<file path="src/rtl/hyper_mvblck_dram2lsab_if.sv">
// -----------------------------------------------------------------------------
// hyper_mvblck_dram2lsab_if
// Purpose : bundles the command, MCU bulk-read and LSAB-write signals of the
//           DRAM-to-LSAB block mover into one interface.
// Modports:
//   slave  - the mover itself (takes commands and full flags, drives the
//            MCU request and the LSAB write strobe)
//   master - the environment (issues commands, owns the full flags)
// Signals :
//   START_ADDRESS[11:0], COUNT_REQ[5:0], SECTION[1:0], ISSUE  command
//   COUNT_SENT[5:0], WORKING                                   status
//   MCU_COLL_ADDRESS[11:0], MCU_REQUEST_ACCESS                 DRAM read
//   LSAB_0_FULL..LSAB_3_FULL                                   section flags
//   LSAB_WRITE, LSAB_SECTION[1:0], LSAB_INT                    LSAB write
// -----------------------------------------------------------------------------
interface hyper_mvblck_dram2lsab_if;
   logic [11:0] START_ADDRESS;
   logic [5:0]  COUNT_REQ;
   logic [1:0]  SECTION;
   logic        ISSUE;
   logic [5:0]  COUNT_SENT;
   logic        WORKING;
   logic [11:0] MCU_COLL_ADDRESS;
   logic        MCU_REQUEST_ACCESS;
   logic        LSAB_0_FULL;
   logic        LSAB_1_FULL;
   logic        LSAB_2_FULL;
   logic        LSAB_3_FULL;
   logic        LSAB_WRITE;
   logic [1:0]  LSAB_SECTION;
   logic        LSAB_INT;

   modport slave (
      input  START_ADDRESS, COUNT_REQ, SECTION, ISSUE,
      input  LSAB_0_FULL, LSAB_1_FULL, LSAB_2_FULL, LSAB_3_FULL,
      output COUNT_SENT, WORKING, MCU_COLL_ADDRESS, MCU_REQUEST_ACCESS,
      output LSAB_WRITE, LSAB_SECTION, LSAB_INT
   );

   modport master (
      output START_ADDRESS, COUNT_REQ, SECTION, ISSUE,
      output LSAB_0_FULL, LSAB_1_FULL, LSAB_2_FULL, LSAB_3_FULL,
      input  COUNT_SENT, WORKING, MCU_COLL_ADDRESS, MCU_REQUEST_ACCESS,
      input  LSAB_WRITE, LSAB_SECTION, LSAB_INT
   );
endinterface

</file>
<file path="src/rtl/hyper_mvblck_dram2lsab.sv">
// -----------------------------------------------------------------------------
// hyper_mvblck_dram2lsab
// Purpose : DRAM-to-LSAB block mover. On ISSUE it requests COUNT_REQ
//           consecutive words from the MCU bulk port and, READ_LATENCY cycles
//           after each request, strobes the LSAB write of the selected
//           section FIFO. Issue stalls while the section's full flag is high;
//           requests already in flight always complete.
// Ports   : CLK  - sole clock, posedge
//           RST  - synchronous, active-high reset
//           bus  - hyper_mvblck_dram2lsab_if.slave (command/MCU/LSAB signals)
// Param   : READ_LATENCY (1..15) request-to-write delay in cycles
// Option  : MVBLCK_DRAM2LSAB_INT_EN - when defined, LSAB_INT marks the write
//           of the last word of each command; otherwise LSAB_INT is 0.
// -----------------------------------------------------------------------------
module hyper_mvblck_dram2lsab #(
   parameter int unsigned READ_LATENCY = 8
) (
   input  logic                        CLK,
   input  logic                        RST,
   hyper_mvblck_dram2lsab_if.slave     bus
);

   typedef enum logic [1:0] {
      ST_IDLE  = 2'd0,
      ST_READ  = 2'd1,
      ST_DRAIN = 2'd2,
      ST_DONE  = 2'd3
   } state_t;

   // Every pipeline slot except the output one; DRAIN may leave once these
   // are empty because the output slot is written this very cycle.
   localparam logic [READ_LATENCY-1:0] TAIL_MASK = {READ_LATENCY{1'b1}} >> 1;

   state_t                  state_q, state_d;
   logic [11:0]             addr_q, addr_d;
   logic [5:0]              count_q, count_d;
   logic [5:0]              issued_q, issued_d;
   logic [1:0]              section_q, section_d;
   logic [5:0]              count_sent_q, count_sent_d;
   logic [READ_LATENCY-1:0] pipe_valid_q, pipe_valid_d;
   logic                    req_s;
   logic                    working_s;
   logic                    full_sel_s;
   logic                    accept_s;

   assign accept_s = (state_q == ST_IDLE) && bus.ISSUE;

   // Select the full flag of the latched destination section.
   always_comb begin
      full_sel_s = 1'b0;
      case (section_q)
         2'd0:    full_sel_s = bus.LSAB_0_FULL;
         2'd1:    full_sel_s = bus.LSAB_1_FULL;
         2'd2:    full_sel_s = bus.LSAB_2_FULL;
         2'd3:    full_sel_s = bus.LSAB_3_FULL;
         default: full_sel_s = 1'b1;
      endcase
   end

   // FSM state register.
   always_ff @(posedge CLK) begin
      if (RST) begin
         state_q <= ST_IDLE;
      end else begin
         state_q <= state_d;
      end
   end

   // FSM next-state logic.
   always_comb begin
      state_d = state_q;
      case (state_q)
         ST_IDLE: begin
            if (bus.ISSUE) begin
               state_d = (bus.COUNT_REQ == 6'd0) ? ST_DONE : ST_READ;
            end else begin
               state_d = ST_IDLE;
            end
         end
         ST_READ: begin
            if (req_s && ((issued_q + 6'd1) == count_q)) begin
               state_d = ST_DRAIN;
            end else begin
               state_d = ST_READ;
            end
         end
         ST_DRAIN: begin
            if ((pipe_valid_q & TAIL_MASK) == '0) begin
               state_d = ST_DONE;
            end else begin
               state_d = ST_DRAIN;
            end
         end
         ST_DONE:  state_d = ST_IDLE;
         default:  state_d = ST_IDLE;
      endcase
   end

   // FSM outputs. The full flag gates the request in the same cycle.
   always_comb begin
      req_s     = 1'b0;
      working_s = 1'b0;
      case (state_q)
         ST_IDLE:  working_s = 1'b0;
         ST_READ: begin
            working_s = 1'b1;
            req_s     = (issued_q != count_q) && !full_sel_s;
         end
         ST_DRAIN: working_s = 1'b1;
         ST_DONE:  working_s = 1'b1;
         default:  working_s = 1'b0;
      endcase
   end

   // Datapath next-state: command latch, address/issue counters, return pipe.
   always_comb begin
      addr_d       = addr_q;
      count_d      = count_q;
      issued_d     = issued_q;
      section_d    = section_q;
      count_sent_d = count_sent_q;
      pipe_valid_d = pipe_valid_q;
      pipe_valid_d[0] = req_s;
      for (int i = 1; i < int'(READ_LATENCY); i++) begin
         pipe_valid_d[i] = pipe_valid_q[i-1];
      end
      if (accept_s) begin
         addr_d       = bus.START_ADDRESS;
         count_d      = bus.COUNT_REQ;
         section_d    = bus.SECTION;
         issued_d     = 6'd0;
         count_sent_d = 6'd0;
      end else begin
         if (req_s) begin
            addr_d   = addr_q + 12'd1;   // 12-bit wrap is intended
            issued_d = issued_q + 6'd1;
         end else begin
            addr_d   = addr_q;
            issued_d = issued_q;
         end
         if (pipe_valid_q[READ_LATENCY-1]) begin
            count_sent_d = count_sent_q + 6'd1;
         end else begin
            count_sent_d = count_sent_q;
         end
      end
   end

   // Datapath registers; reset drops any returns still in flight.
   always_ff @(posedge CLK) begin
      if (RST) begin
         addr_q       <= 12'd0;
         count_q      <= 6'd0;
         issued_q     <= 6'd0;
         section_q    <= 2'd0;
         count_sent_q <= 6'd0;
         pipe_valid_q <= '0;
      end else begin
         addr_q       <= addr_d;
         count_q      <= count_d;
         issued_q     <= issued_d;
         section_q    <= section_d;
         count_sent_q <= count_sent_d;
         pipe_valid_q <= pipe_valid_d;
      end
   end

`ifdef MVBLCK_DRAM2LSAB_INT_EN
   logic [READ_LATENCY-1:0] pipe_last_q;
   logic                    last_s;

   // The request carrying the final word of the command.
   assign last_s = req_s && (issued_q == (count_q - 6'd1));

   // Last-word marker travels alongside the valid bit.
   always_ff @(posedge CLK) begin
      if (RST) begin
         pipe_last_q <= '0;
      end else begin
         pipe_last_q[0] <= last_s;
         for (int i = 1; i < int'(READ_LATENCY); i++) begin
            pipe_last_q[i] <= pipe_last_q[i-1];
         end
      end
   end

   assign bus.LSAB_INT = pipe_valid_q[READ_LATENCY-1] & pipe_last_q[READ_LATENCY-1];
`else
   assign bus.LSAB_INT = 1'b0;
`endif

   assign bus.MCU_REQUEST_ACCESS = req_s;
   assign bus.MCU_COLL_ADDRESS   = addr_q;
   assign bus.WORKING            = working_s;
   assign bus.COUNT_SENT         = count_sent_q;
   assign bus.LSAB_WRITE         = pipe_valid_q[READ_LATENCY-1];
   assign bus.LSAB_SECTION       = section_q;

endmodule
</file>
<file path="src/flat_wrapper.sv">
// flat-port wrapper written by rule: the top's interface ports become plain ports
module hyper_mvblck_dram2lsab_flat 
#(
   parameter int unsigned READ_LATENCY = 8
)
  (CLK, RST, bus_START_ADDRESS, bus_COUNT_REQ, bus_SECTION, bus_ISSUE, bus_LSAB_0_FULL, bus_LSAB_1_FULL, bus_LSAB_2_FULL, bus_LSAB_3_FULL, bus_COUNT_SENT, bus_WORKING, bus_MCU_COLL_ADDRESS, bus_MCU_REQUEST_ACCESS, bus_LSAB_WRITE, bus_LSAB_SECTION, bus_LSAB_INT);
  hyper_mvblck_dram2lsab_if bus_i ();
  input  logic CLK;
  input  logic RST;
  input wire logic [$bits(bus_i.START_ADDRESS)-1:0] bus_START_ADDRESS;
  input wire logic [$bits(bus_i.COUNT_REQ)-1:0] bus_COUNT_REQ;
  input wire logic [$bits(bus_i.SECTION)-1:0] bus_SECTION;
  input wire logic [$bits(bus_i.ISSUE)-1:0] bus_ISSUE;
  input wire logic [$bits(bus_i.LSAB_0_FULL)-1:0] bus_LSAB_0_FULL;
  input wire logic [$bits(bus_i.LSAB_1_FULL)-1:0] bus_LSAB_1_FULL;
  input wire logic [$bits(bus_i.LSAB_2_FULL)-1:0] bus_LSAB_2_FULL;
  input wire logic [$bits(bus_i.LSAB_3_FULL)-1:0] bus_LSAB_3_FULL;
  output wire logic [$bits(bus_i.COUNT_SENT)-1:0] bus_COUNT_SENT;
  output wire logic [$bits(bus_i.WORKING)-1:0] bus_WORKING;
  output wire logic [$bits(bus_i.MCU_COLL_ADDRESS)-1:0] bus_MCU_COLL_ADDRESS;
  output wire logic [$bits(bus_i.MCU_REQUEST_ACCESS)-1:0] bus_MCU_REQUEST_ACCESS;
  output wire logic [$bits(bus_i.LSAB_WRITE)-1:0] bus_LSAB_WRITE;
  output wire logic [$bits(bus_i.LSAB_SECTION)-1:0] bus_LSAB_SECTION;
  output wire logic [$bits(bus_i.LSAB_INT)-1:0] bus_LSAB_INT;
  assign bus_i.START_ADDRESS = bus_START_ADDRESS;
  assign bus_i.COUNT_REQ = bus_COUNT_REQ;
  assign bus_i.SECTION = bus_SECTION;
  assign bus_i.ISSUE = bus_ISSUE;
  assign bus_i.LSAB_0_FULL = bus_LSAB_0_FULL;
  assign bus_i.LSAB_1_FULL = bus_LSAB_1_FULL;
  assign bus_i.LSAB_2_FULL = bus_LSAB_2_FULL;
  assign bus_i.LSAB_3_FULL = bus_LSAB_3_FULL;
  assign bus_COUNT_SENT = bus_i.COUNT_SENT;
  assign bus_WORKING = bus_i.WORKING;
  assign bus_MCU_COLL_ADDRESS = bus_i.MCU_COLL_ADDRESS;
  assign bus_MCU_REQUEST_ACCESS = bus_i.MCU_REQUEST_ACCESS;
  assign bus_LSAB_WRITE = bus_i.LSAB_WRITE;
  assign bus_LSAB_SECTION = bus_i.LSAB_SECTION;
  assign bus_LSAB_INT = bus_i.LSAB_INT;
  hyper_mvblck_dram2lsab #(.READ_LATENCY(READ_LATENCY)) u_core (.CLK(CLK), .RST(RST), .bus(bus_i));
endmodule
</file>
<file path="config.mk">
export PLATFORM = sky130hd
export DESIGN_NAME = hyper_mvblck_dram2lsab_flat
export DESIGN_NICKNAME = d
export VERILOG_FILES = /design/src/rtl/hyper_mvblck_dram2lsab_if.sv /design/src/rtl/hyper_mvblck_dram2lsab.sv /design/src/flat_wrapper.sv
export SDC_FILE = /design/constraint.sdc
export NUM_CORES = 1
export LEC_CHECK = 0
export CAP_MARGIN = 0
export CORE_ASPECT_RATIO = 1.4
export CORE_UTILIZATION = 43
export CTS_CLUSTER_DIAMETER = 150
export DETAILED_ROUTE_END_ITERATION = 16
export HOLD_SLACK_MARGIN = 0.15
export PLACE_DENSITY = 0.75
export SKIP_LAST_GASP = 1
export SLEW_MARGIN = 20
export SYNTH_ARGS = -nofsm -noshare
export SYNTH_HDL_FRONTEND = slang
export SYNTH_SLANG_ARGS = --single-unit
export TNS_END_PERCENT = 20
</file>
<file path="constraint.sdc">
create_clock -name CLK -period 5.9 [get_ports CLK]
set_clock_uncertainty 0.1 [all_clocks]
set_input_delay 1.77 -clock CLK [delete_from_list [all_inputs] [get_ports CLK]]
set_output_delay 1.77 -clock CLK [all_outputs]
set_load 0.005 [all_outputs]
</file>
==> flow_metrics.py <==
metrics = {
    "routing": {
        "vias": 1817,
        "drt-pass1-iter-count": 4,
        "wl_per_cell_um": 13.3,
        "routed_wl_um": 4550,
        "final_antenna_net_count": 0,
        "drc": 0,
        "first_iter_violations": 42,
        "drt-vias-per-instance": 5.31,
    },
    "cts": {
        "insertion_delay_ps": 300,
        "clk_pin_slew_ps": 80,
        "postCtsSetupRepairBufs": 0,
        "cts_root_buffer": "clkbuf_8",
        "h-tree-depth": 2,
        "cts_tree": "done",
        "clkSinkCount": 42,
        "cts_buffer_depth": 2,
        "cts_resized": 0,
        "numCtsBuffers": 5,
        "cts_hold_buffers": 0,
    },
    "setup_path": {
        "path_class": "input pin to output pin",
        "worstSetupStartpointType": "input pin",
        "r2r_start": "u_core.bus.LSAB_SECTION[0]",
        "r2r_cells": 6,
        "crit_required_ps": 4030,
        "cp_max_fo": 6,
        "rrSetupSlack_ps": 3680,
        "end_kind": "output pin",
        "critPathArrivalTime_ps": 3610,
        "rr_endpoint": "u_core.issued_q[5]",
    },
    "final_layout": {
        "instances_no_fill": 342,
        "layout_commonest_cell": "clkdlybuf4s50_1",
        "fillers": 444,
        "antenna-diode-count": 0,
        "layout_common_cells": "clkdlybuf4s50_1, dfxtp_1, nor2_1",
        "drive_above_1_share": 0.0500,
        "area_growth_pct": 31.0,
        "nets": 309,
    },
    "sta": {
        "finalSetupViolCount": 0,
        "fin_crit_sh": 0.929,
        "fin_crit_ps": 5480,
        "slew_viol_final": 0,
        "worst_slew_pin_slew_ps": 998,
        "finalSetupTns_ps": 0,
        "setup_slack_ps": 419,
        "rsz0062_at_grt": "false",
        "hold_violations": 0,
        "fmax_ghz": 0.182,
        "maxSlewHeadroom": 0.332,
    },
    "synthesis": {
        "netlist_area_um2": 2000,
        "avgSynthCellArea_um2": 8.56,
        "async_reset_ff_frac": 0,
        "ys_seq_area_frac": 0.420,
        "ys.flop_type": "dfxtp_1",
        "yosysWarnings": 0,
        "synth-edff-count": 0,
        "ys_types": 45,
        "synth_top_area_cell": "dfxtp_1",
        "synth-seq-cells": 42,
        "synth_top_area_share": 0.420,
        "synth_cells": 234,
        "yosys-top-cells-area": "dfxtp_1, xor2_1, nor2_1",
        "syn_nets": 264,
    },
    "floorplan": {
        "ios": 51,
        "die_y_um": 82.8,
        "row_count": 29,
        "core_um2": 4500,
        "fp.dieW_um": 59.7,
        "die-area_um2": 4940,
        "start_util": 0.445,
    },
    "min_path": {
        "hp-start": "u_core.pipe_valid_q[6]",
        "hold_path_end": "u_core.pipe_valid_q[7]",
        "min_path_type": "flip-flop to flip-flop",
        "worst_hold_path.num_cells": 1,
    },
    "placed_design": {
        "placed_cells": 334,
        "port_buffers": 49,
        "gp_congestion": 0.849,
        "post-place-ws_ps": 403,
        "dp_hpwl_um": 3290,
    },
    "global_route": {
        "first_global_vias": 1615,
        "antenna_found_initial": 0,
        "grt_max_degree": 33,
        "grt_overflow": 0,
        "gr-usage-all-layers": 0.200,
        "grt_pass1_wl_um": 7270,
    },
    "power": {
        "ir_worst_vdd_mv": 0.155,
        "power.density_nw_per_um2": 230,
        "p_leak_uw": 0.000943,
    },
    "flow_run": {
        "cap_violations": 0,
    },
    "outcome": {
        "status": "completed",
    },
}
==> area by class of cell <==
| class | instances | area [um^2] | share of cell area |
|---|---|---|---|
| multi-input cells | 176 | 1100 | 0.420 |
| flip-flops and latches | 42 | 841 | 0.320 |
| repair buffers | 51 | 505 | 0.193 |
| well taps | 62 | 77.6 | 0.0296 |
| clock buffers | 6 | 72.6 | 0.0277 |
| clock inverters | 2 | 13.8 | 0.00525 |
| inverters | 3 | 11.3 | 0.00429 |
==> layer usage <==
layer,track usage,vias to the layer above,routed length [um],part of all wire
met5,0,-,0,0
met3,0.0639,7,211,0.046
met1,0.231,849,1970,0.43
met4,0.0791,0,75,0.016
li1,-,916,-,-
met2,0.337,45,2290,0.50
==> worst max-delay path, stage by stage <==
cell and delay [ps]:
clkdlybuf4s50_1 410, mux4_2 570, nor2_2 190, o21ai_1 120
inv_1 70, clkdlybuf4s50_1 480
==> through the flow <==
step	area [um^2]	utilization	hold slack, ps	total power, uW
finish	2620	0.583	362	602
global route	2620	0.583	379	634
CTS	2620	0.583	362	608
detailed placement	2540	0.564	356	422
global placement	2540	0.564	352	421
floorplan	2000	-	338	370
==> sequential cells by signal, summed over array words and instances, names as in the netlist <==
| signal | cells |
|---|---|
| u_core.bus.COUNT_SENT | 6 |
| u_core.pipe_valid_q | 8 |
| u_core.state_q | 2 |
| u_core.bus.LSAB_SECTION | 2 |
| u_core.bus.MCU_COLL_ADDRESS | 12 |
| u_core.count_q | 6 |
| u_core.issued_q | 6 |
==> logic make-up (layout without fill, tap and decap cells) <==
group,Yosys count,in the layout,share of synthesized area
xor+xnor,24,24,0.105
other cells,1,1,0.00187
mux,3,3,0.0212
compound gates,45,45,0.150
buf+inv,16,62,0.0325
simple gates,100,100,0.251
flops,42,42,0.420
fa+ha+maj,3,3,0.0187
==> cell usage after synthesis (2+ instances only) <==
| cell type | n |
|---|---|
| dfxtp_1 | 42 |
| nor2_1 | 32 |
| nand2_1 | 24 |
| xor2_1 | 17 |
| clkbuf_1 | 11 |
| a21oi_1 | 10 |
| a211oi_1 | 9 |
| nor2b_1 | 8 |
| xnor2_1 | 7 |
| o21ai_0 | 6 |
| o211ai_1 | 5 |
| nand3_1 | 4 |
| nand4_1 | 4 |
| nor3_1 | 4 |
| or3_1 | 4 |
| a31oi_1 | 3 |
| and4_1 | 3 |
| ha_1 | 3 |
| inv_1 | 3 |
| nor4_1 | 3 |
| o2111ai_1 | 3 |
| and2_1 | 2 |
| mux2i_1 | 2 |
| nor3b_1 | 2 |
| o21ai_1 | 2 |
| or4_1 | 2 |
==> how the worst max path moves through the flow <==
stage	startpoint	to	slack (ps)	cells after the start
3_5_place_dp	bus_LSAB_3_FULL	bus_MCU_REQUEST_ACCESS	400	6
2_1_floorplan	bus_LSAB_3_FULL	bus_MCU_REQUEST_ACCESS	1230	5
4_1_cts	bus_LSAB_3_FULL	bus_MCU_REQUEST_ACCESS	400	6
6_report	bus_LSAB_3_FULL	bus_MCU_REQUEST_ACCESS	420	6
3_3_place_gp	bus_LSAB_3_FULL	bus_MCU_REQUEST_ACCESS	450	6
5_1_grt	bus_LSAB_3_FULL	bus_MCU_REQUEST_ACCESS	310	6
==> power breakdown <==
part	switching, uW	total [uW]	leakage [uW]	internal [uW]
logic	49.0	103	0.000555	53.7
registers	16.0	313	0.000343	297
clock network	103	187	0.0000452	83.5
No activity file was read; power rests on OpenSTA's default activity.
